## src/rtl/filter_ctl_pkg.sv

```systemverilog
// Shared types and widths for the filter frame sequencer.
package filter_ctl_pkg;

  localparam int unsigned SIZE_W_WD   = 12;
  localparam int unsigned SIZE_H_WD   = 12;
  localparam int unsigned DATA_PXL_WD = 8;

  typedef enum logic [2:0] {
    ST_IDLE  = 3'd0,
    ST_START = 3'd1,
    ST_LOAD  = 3'd2,
    ST_GAP   = 3'd3,
    ST_WAIT  = 3'd4,
    ST_DONE  = 3'd5
  } state_e;

  typedef struct packed {
    logic [SIZE_W_WD-1:0] w;
    logic [SIZE_H_WD-1:0] h;
  } frame_cfg_t;

  // A frame with a zero dimension carries no pixels.
  function automatic logic size_valid(input frame_cfg_t c);
    return (c.w != '0) && (c.h != '0);
  endfunction

endpackage

```

## src/rtl/filter_ctl_if.sv

```systemverilog
// Source pixel stream with valid/ready handshake.
//   val : pixel valid (source -> sequencer)
//   dat : pixel data  (source -> sequencer)
//   rdy : sequencer can accept a pixel this cycle
interface filter_ctl_if;
  import filter_ctl_pkg::*;

  logic                   val;
  logic [DATA_PXL_WD-1:0] dat;
  logic                   rdy;

  modport master (output val, output dat, input rdy);
  modport slave  (input val, input dat, output rdy);
endinterface

```

## src/rtl/filter_ctl_pos.sv

```systemverilog
// Column/row position counter for the frame being loaded.
//   clr_i        : restart at column 0, row 0
//   adv_i        : one pixel accepted
//   w_last_i     : last column index (width-1)
//   h_last_i     : last row index (height-1)
//   cnt_w_o      : column of the next pixel
//   cnt_h_o      : row of the next pixel
//   last_col_c_o : current column is the last one
//   last_row_c_o : current row is the last one
module filter_ctl_pos
  import filter_ctl_pkg::*;
(
  input  logic                 clk,
  input  logic                 rstn,
  input  logic                 clr_i,
  input  logic                 adv_i,
  input  logic [SIZE_W_WD-1:0] w_last_i,
  input  logic [SIZE_H_WD-1:0] h_last_i,
  output logic [SIZE_W_WD-1:0] cnt_w_o,
  output logic [SIZE_H_WD-1:0] cnt_h_o,
  output logic                 last_col_c_o,
  output logic                 last_row_c_o
);

  logic [SIZE_W_WD-1:0] cnt_w_q, cnt_w_d;
  logic [SIZE_H_WD-1:0] cnt_h_q, cnt_h_d;

  assign last_col_c_o = (cnt_w_q == w_last_i);
  assign last_row_c_o = (cnt_h_q == h_last_i);

  // Row stays at its last value after the final beat: no wrap past h-1.
  always_comb begin
    cnt_w_d = cnt_w_q;
    cnt_h_d = cnt_h_q;
    if (clr_i) begin
      cnt_w_d = '0;
      cnt_h_d = '0;
    end else if (adv_i) begin
      if (last_col_c_o) begin
        cnt_w_d = '0;
        if (!last_row_c_o) cnt_h_d = cnt_h_q + SIZE_H_WD'(1);
      end else begin
        cnt_w_d = cnt_w_q + SIZE_W_WD'(1);
      end
    end
  end

  always_ff @(posedge clk or negedge rstn) begin
    if (!rstn) begin
      cnt_w_q <= '0;
      cnt_h_q <= '0;
    end else begin
      cnt_w_q <= cnt_w_d;
      cnt_h_q <= cnt_h_d;
    end
  end

  assign cnt_w_o = cnt_w_q;
  assign cnt_h_o = cnt_h_q;

endmodule

```

## src/rtl/filter_ctl.sv

```systemverilog
// Frame sequencer in front of filter_top: latches frame size, pulses the
// filter start, paces pixels row by row with an idle gap between rows, then
// waits for filter done under a watchdog and reports frame done.
//   cfg_w_i/cfg_h_i : frame size, sampled on an accepted start_i
//   start_i         : frame start, ignored while busy
//   busy_o, done_o  : frame status; err_o sticky watchdog error
//   src             : source pixel stream (rdy drops with dst_afull_i)
//   flt_*           : filter_top start, pixel stream and done
//   cnt_w_o/cnt_h_o : next column / row index aligned with flt_val_o
module filter_ctl
  import filter_ctl_pkg::*;
#(
  parameter int unsigned GAP_CYC     = 4,
  parameter int unsigned TIMEOUT_CYC = 1024,
  parameter int unsigned TMO_WD      = 11
) (
  input  logic                   clk,
  input  logic                   rstn,
  input  logic [SIZE_W_WD-1:0]   cfg_w_i,
  input  logic [SIZE_H_WD-1:0]   cfg_h_i,
  input  logic                   start_i,
  output logic                   busy_o,
  output logic                   done_o,
  output logic                   err_o,
  filter_ctl_if.slave            src,
  input  logic                   dst_afull_i,
  output logic                   flt_start_o,
  output logic                   flt_val_o,
  output logic [DATA_PXL_WD-1:0] flt_dat_o,
  input  logic                   flt_done_i,
  output logic [SIZE_W_WD-1:0]   cnt_w_o,
  output logic [SIZE_H_WD-1:0]   cnt_h_o
);

  localparam int unsigned GAP_LAST = (GAP_CYC == 0) ? 0 : GAP_CYC - 1;
  localparam int unsigned TMO_LAST = TIMEOUT_CYC - 1;

  state_e                 state_q, state_d;
  frame_cfg_t             cfg_q, cfg_d, cfg_in_c;
  logic [TMO_WD-1:0]      tmr_q, tmr_d;
  logic                   err_q, err_d;
  logic                   busy_q, busy_d;
  logic                   done_q, done_d;
  logic                   fstart_q, fstart_d;
  logic                   fval_q, fval_d;
  logic [DATA_PXL_WD-1:0] fdat_q, fdat_d;
  logic [SIZE_H_WD-1:0]   row_q, row_d;

  logic                   src_rdy_c;
  logic                   xfer_c;
  logic                   accept_c;
  logic [SIZE_H_WD-1:0]   pos_h_c;
  logic                   last_col_c;
  logic                   last_row_c;

  assign cfg_in_c  = {cfg_w_i, cfg_h_i};
  assign src_rdy_c = (state_q == ST_LOAD) && !dst_afull_i;
  assign src.rdy   = src_rdy_c;
  assign xfer_c    = src.val && src_rdy_c;
  assign accept_c  = (state_q == ST_IDLE) && start_i && size_valid(cfg_in_c);

  filter_ctl_pos u_pos (
    .clk          (clk),
    .rstn         (rstn),
    .clr_i        (accept_c),
    .adv_i        (xfer_c),
    .w_last_i     (cfg_q.w - SIZE_W_WD'(1)),
    .h_last_i     (cfg_q.h - SIZE_H_WD'(1)),
    .cnt_w_o      (cnt_w_o),
    .cnt_h_o      (pos_h_c),
    .last_col_c_o (last_col_c),
    .last_row_c_o (last_row_c)
  );

  // Next state; one timer serves both the row gap and the done watchdog.
  always_comb begin
    state_d = state_q;
    cfg_d   = cfg_q;
    err_d   = err_q;
    tmr_d   = '0;
    unique case (state_q)
      ST_IDLE: begin
        if (start_i) begin
          if (accept_c) begin
            cfg_d   = cfg_in_c;
            err_d   = 1'b0;
            state_d = ST_START;
          end else begin
            state_d = ST_DONE;
          end
        end
      end
      ST_START: state_d = ST_LOAD;
      ST_LOAD: begin
        if (xfer_c && last_col_c) begin
          if (last_row_c)        state_d = ST_WAIT;
          else if (GAP_CYC != 0) state_d = ST_GAP;
        end
      end
      ST_GAP: begin
        if (tmr_q == TMO_WD'(GAP_LAST)) state_d = ST_LOAD;
        else                            tmr_d   = tmr_q + TMO_WD'(1);
      end
      ST_WAIT: begin
        // Filter done takes priority over a simultaneous timeout.
        if (flt_done_i) begin
          state_d = ST_DONE;
        end else if (tmr_q == TMO_WD'(TMO_LAST)) begin
          err_d   = 1'b1;
          state_d = ST_DONE;
        end else begin
          tmr_d = tmr_q + TMO_WD'(1);
        end
      end
      ST_DONE: state_d = ST_IDLE;
      default: state_d = ST_IDLE;
    endcase
  end

  // Output register inputs; status flags track the next state.
  always_comb begin
    busy_d   = (state_d != ST_IDLE);
    done_d   = (state_d == ST_DONE);
    fstart_d = (state_d == ST_START);
    fval_d   = xfer_c;
    fdat_d   = xfer_c ? src.dat : fdat_q;
    // Lags the position counter by one cycle so the row flips only after
    // the last beat of a row has been presented.
    row_d    = pos_h_c;
  end

  always_ff @(posedge clk or negedge rstn) begin
    if (!rstn) begin
      state_q  <= ST_IDLE;
      cfg_q    <= '0;
      tmr_q    <= '0;
      err_q    <= 1'b0;
      busy_q   <= 1'b0;
      done_q   <= 1'b0;
      fstart_q <= 1'b0;
      fval_q   <= 1'b0;
      fdat_q   <= '0;
      row_q    <= '0;
    end else begin
      state_q  <= state_d;
      cfg_q    <= cfg_d;
      tmr_q    <= tmr_d;
      err_q    <= err_d;
      busy_q   <= busy_d;
      done_q   <= done_d;
      fstart_q <= fstart_d;
      fval_q   <= fval_d;
      fdat_q   <= fdat_d;
      row_q    <= row_d;
    end
  end

  assign busy_o      = busy_q;
  assign done_o      = done_q;
  assign err_o       = err_q;
  assign flt_start_o = fstart_q;
  assign flt_val_o   = fval_q;
  assign flt_dat_o   = fdat_q;
  assign cnt_h_o     = row_q;

endmodule

```

## src/flat_wrapper.sv

```systemverilog
// flat-port wrapper written by rule: the top's interface ports become plain ports
module filter_ctl_flat import filter_ctl_pkg::*;
#(
  parameter int unsigned GAP_CYC     = 4,
  parameter int unsigned TIMEOUT_CYC = 1024,
  parameter int unsigned TMO_WD      = 11
)
  (clk, rstn, cfg_w_i, cfg_h_i, start_i, busy_o, done_o, err_o, dst_afull_i, flt_start_o, flt_val_o, flt_dat_o, flt_done_i, cnt_w_o, cnt_h_o, src_val, src_dat, src_rdy);
  filter_ctl_if src_i ();
  input  logic clk;
  input  logic rstn;
  input  logic [SIZE_W_WD-1:0] cfg_w_i;
  input  logic [SIZE_H_WD-1:0] cfg_h_i;
  input  logic start_i;
  output logic busy_o;
  output logic done_o;
  output logic err_o;
  input  logic dst_afull_i;
  output logic flt_start_o;
  output logic flt_val_o;
  output logic [DATA_PXL_WD-1:0] flt_dat_o;
  input  logic flt_done_i;
  output logic [SIZE_W_WD-1:0] cnt_w_o;
  output logic [SIZE_H_WD-1:0] cnt_h_o;
  input wire logic [$bits(src_i.val)-1:0] src_val;
  input wire logic [$bits(src_i.dat)-1:0] src_dat;
  output wire logic [$bits(src_i.rdy)-1:0] src_rdy;
  assign src_i.val = src_val;
  assign src_i.dat = src_dat;
  assign src_rdy = src_i.rdy;
  filter_ctl #(.GAP_CYC(GAP_CYC), .TIMEOUT_CYC(TIMEOUT_CYC), .TMO_WD(TMO_WD)) u_core (.clk(clk), .rstn(rstn), .cfg_w_i(cfg_w_i), .cfg_h_i(cfg_h_i), .start_i(start_i), .busy_o(busy_o), .done_o(done_o), .err_o(err_o), .src(src_i), .dst_afull_i(dst_afull_i), .flt_start_o(flt_start_o), .flt_val_o(flt_val_o), .flt_dat_o(flt_dat_o), .flt_done_i(flt_done_i), .cnt_w_o(cnt_w_o), .cnt_h_o(cnt_h_o));
endmodule
```

## config.mk

```make
export PLATFORM = sky130hd
export DESIGN_NAME = filter_ctl_flat
export DESIGN_NICKNAME = d
export VERILOG_FILES = /design/src/rtl/filter_ctl_pkg.sv /design/src/rtl/filter_ctl_if.sv /design/src/rtl/filter_ctl_pos.sv /design/src/rtl/filter_ctl.sv /design/src/flat_wrapper.sv
export SDC_FILE = /design/constraint.sdc
export NUM_CORES = 1
export LEC_CHECK = 0
export CELL_PAD_IN_SITES_DETAIL_PLACEMENT = 0
export CELL_PAD_IN_SITES_GLOBAL_PLACEMENT = 2
export CORE_MARGIN = 5
export CORE_UTILIZATION = 33
export CTS_CLUSTER_SIZE = 40
export DETAILED_ROUTE_END_ITERATION = 10
export PLACE_DENSITY_LB_ADDON = 0.1
export SLEW_MARGIN = 0
export SYNTH_ARGS = -nofsm -noshare
export SYNTH_HDL_FRONTEND = slang
export SYNTH_SLANG_ARGS = --single-unit
```

## constraint.sdc

```tcl
create_clock -name clk -period 3.5 [get_ports clk]
set_input_delay 0.35 -clock clk [delete_from_list [all_inputs] [get_ports clk]]
set_output_delay 0.35 -clock clk [all_outputs]
set_load 0.005 [all_outputs]
```

==> results.md <==
* Status: finished clean
* H-Tree Depth at 3
* Top cell by count, worst path: or4_1
* Number of nets in the layout at 601
* Yosys top cell area share at 48.3%
* DRT Pass-1 Iters at 4
* Largest family of logic cells by synthesized area: simple AND/OR/NAND/NOR gates
* Initial antenna violation count at 0
* Initial Util at 33.9%
* Final period util at 78.0%
* Worst setup EP type: register
* Largest net degree at the start of global routing at 59
* Register area at 2180 µm²
* Crit-path cells: or4_4 -> or4_1 -> xnor2_1 -> nand3_1 -> o311ai_2 -> buf_4 -> or4_1 -> a21oi_1
* Area of the multi-input gates at 2210 µm²
* Setup-failing EPs final at 0
* Residual DRC count at 0
* Vias per inst at 5.05
* Clock Power Share at 25.0%
* Fin crit period at 2.73 ns
* Combinational share of power at 36.4%
* Sequential area share after synthesis at 48.3%
* Family with the most delay on the worst path: simple AND/OR/NAND/NOR gates
* Critical Path RT at 3.77 ns
* Endpoints failing hold at 0
* Sw Ratio at 36.4%
* Post-Synthesis Cells at 482
* Core area at 13,300 µm²
* Share of layout cells above drive strength 1 at 6.57%
* Top Ports at 76
* First-pass GRT wire length at 20,000 µm
* Peak VDD IR at 0.312 mV
* Synth Area in Adders at 1.61%
* YS warnings at 0
* Avg Inst Size Synth at 9.35 µm²
* Sink Count at 87
* Area delta synth->final at 27.6%
* Worst setup margin at 0.769 ns
* Design area at 5750 µm²
* Hold WS at 0.0736 ns
* Synth Area in Compound Gates at 10.7%
* Yosys top cell by area: dfrtp_1
* Vias in the first global route at 3,807
* Post-synth net total at 525
* EDFF count, synth at 0
* Max-Cap Viols at 0
* Fin Setup TNS at 0 ns
* Dominant synthesized flop cell: dfrtp_1
* ANT nets after route at 0
* Min-delay worst type: in2async
* WS Path Type: reg2reg
* Final WL at 12,100 µm
* Leakage at 2.50 nW
* Die height at 127 µm
* RSZ-0062 raised after global routing: false
* Clock latency on the worst-skew pair at 0.34 ns
* Worst Path Arrival at 3.00 ns
* Reg clk slew, reported paths at 0.07 ns
* Internal power at 2.54 mW
* Max Slew Vio Count at 0
* Post-Synth Simple-Gate Area at 27.0%
* Post-synthesis mux area share at 0.694%
* Total CTS buffers at 9
* Slowest CP cell: or4_4
* Slew Limit Headroom at 41.6%
* Least-Margin Pin Slew at 0.872 ns
* Number of synthesized register bits at 87
* CTS tree: done
* Post-Synth XOR/XNOR Area at 8.96%
* Root buf cell: clkbuf_16
* # rows at 42
* Post-synth ARST share at 100%
* Maximum clock frequency at 0.366 GHz
* PD cells at 693 nW/µm²
* Synth unique cells at 60
* Die ar. at 16,100 µm²
* Post-CTS sizing at 0
* Buf/Inv on CP at 1
* Worst slack at placement at 0.729 ns
* Synth area leaders: dfrtp_1 (48%), nand2_1 (8.9%), xnor2_1 (4.3%)
* DP Wirelength at 8730 µm
* GPL Wtd Cong at 0.775
* Avg WL per Cell at 16.4 µm
* Inserted Diodes at 0
* CP max stage delay at 0.58 ns
* Worst-case clock buffer depth at 2
* Hold buffers post-CTS at 0
* DR iter-0 viols at 260
* Fill count at 1,320
* Vias at 3,731
* Startpoint Class: register
* Post-CTS setup buffer count at 0
* NetSw at 1.45 mW
* Dpl cell area at 5440 µm²
* Die Wd at 127 µm
* Total congestion overflow at 0
* Mapped Area at 4510 µm²
* Total GRT Usage at 15.7%
* Final Skew at 0.00848 ns
* Crit path max fanout at 20
* Sequential power share at 38.6%
* IO buf count at 75
## cell usage in the layout (no fill, tap or decap), drive strengths merged, types with 3 or more instances in the layout
| cell | netlist | routed |
|---|---|---|
| or4 | 7 | 7 |
| or3 | 12 | 12 |
| inv | 9 | 9 |
| xnor2 | 22 | 22 |
| nand2 | 107 | 107 |
| and3 | 7 | 7 |
| nand3 | 21 | 21 |
| ha | 5 | 5 |
| clkbuf | 9 | 11 |
| a22o | 5 | 5 |
| buf | 8 | 8 |
| nand4 | 4 | 4 |
| clkinv | 1 | 4 |
| nor2 | 39 | 39 |
| a21oi | 17 | 17 |
| o22ai | 3 | 3 |
| nor2b | 4 | 4 |
| nand2b | 6 | 6 |
| nor4b | 3 | 3 |
| o31ai | 4 | 4 |
| a21o | 6 | 6 |
| nand3b | 3 | 3 |
| xor2 | 19 | 19 |
| nor4 | 13 | 13 |
| dfrtp | 87 | 87 |
| a211oi | 3 | 3 |
| nor3 | 11 | 11 |
| clkdlybuf4s50 | 0 | 74 |
| a31oi | 5 | 5 |
| o21ai | 18 | 18 |
## area by class of cell
class | instances | area share (%)
clock buffers | 11 | 4.39
clock inverters | 5 | 0.979
multi-input cells | 368 | 38.4
inverters | 10 | 0.652
well taps | 176 | 3.83
repair buffers | 82 | 13.9
flip-flops and latches | 87 | 37.8
## cell usage after synthesis, drive strengths merged (5+ instances only)
cell type	number
a21oi	17
o21ai	18
a21o	6
or3	12
nor4	13
or4	7
ha	5
a31oi	5
xnor2	22
nand2b	6
nor3	11
buf	8
inv	9
nor2	39
nand2	107
dfrtp	87
nand3	21
and3	7
clkbuf	9
a22o	5
xor2	19
## stage by stage
stage          power, mW  cells  util (%)
2_1_floorplan       2.50    482         -
3_3_place_gp        3.01    723      40.9
3_5_place_dp        3.02    723      40.9
4_1_cts             4.05    739      43.3
5_1_grt             4.28    739      43.3
6_report            3.99    739      43.3
## registers in the layout, indices dropped and copies added (netlist names)
register              cells
u_core.busy_o             1
u_core.cfg_q             24
u_core.cnt_h_o           12
u_core.done_o             1
u_core.err_o              1
u_core.flt_dat_o          8
u_core.flt_start_o        1
u_core.flt_val_o          1
u_core.state_q            3
u_core.tmr_q             11
u_core.u_pos.cnt_h_o     12
u_core.u_pos.cnt_w_o     12
## layer usage
metal | share of wire (%) | up-vias | track usage [%]
met2 | 46 | 79 | 25.0
met1 | 49 | 1807 | 21.2
met5 | 0 | - | 0
li1 | - | 1830 | -
met4 | 2.0 | 0 | 6.25
met3 | 3.6 | 15 | 2.73
## path summary, 6_finish.rpt
| check | cells past startpoint | slack [ns] | start | to |
|---|---|---|---|---|
| worst max-delay path | 8 | 0.77 | u_core.cfg_q[5]$_DFFE_PN0P_ | u_core.u_pos.cnt_h_o[3]$_DFFE_PN0P_ |
| worst min-delay path | 1 | 0.07 | rstn | u_core.err_o$_DFFE_PN0P_ |
| worst max register to register | 8 | 0.77 | u_core.cfg_q[5]$_DFFE_PN0P_ | u_core.u_pos.cnt_h_o[3]$_DFFE_PN0P_ |
| worst min register to register | 0 | 0.45 | u_core.u_pos.cnt_h_o[11]$_DFFE_PN0P_ | u_core.cnt_h_o[11]$_DFF_PN0_ |
| max in group asynchronous | 2 | 2.68 | rstn | u_core.u_pos.cnt_h_o[10]$_DFFE_PN0P_ |
| min in group clk | 0 | 0.45 | u_core.u_pos.cnt_h_o[11]$_DFFE_PN0P_ | u_core.cnt_h_o[11]$_DFF_PN0_ |
## worst register-to-register path, stage by stage (launching register included)
cell	delay, ns
dfrtp_1	0.43
or4_4	0.58
or4_1	0.43
xnor2_1	0.15
nand3_1	0.13
o311ai_2	0.09
buf_4	0.22
or4_1	0.47
a21oi_1	0.15
## cells by family (layout without fill, tap and decap cells)
kind of cell               Yosys count  after routing
DFF                                 87             87
and+or+nand+nor                    245            245
adders and majority gates            6              6
AOI/OAI and AO/OA                   71             71
buffers and inverters               27            108
muxes                                3              3
xor gates and xnor gates            43             43
## power groups by stage
stage | logic (mW) | clock network, mW | registers (mW)
after floorplan | 1.04 | 0 | 1.46
after global placement | 1.45 | 0 | 1.55
after detailed placement | 1.46 | 0 | 1.56
after CTS | 1.48 | 1.03 | 1.54
after global routing | 1.63 | 1.06 | 1.59
final | 1.45 | 0.996 | 1.54
Power figures use the tool's default switching activity.
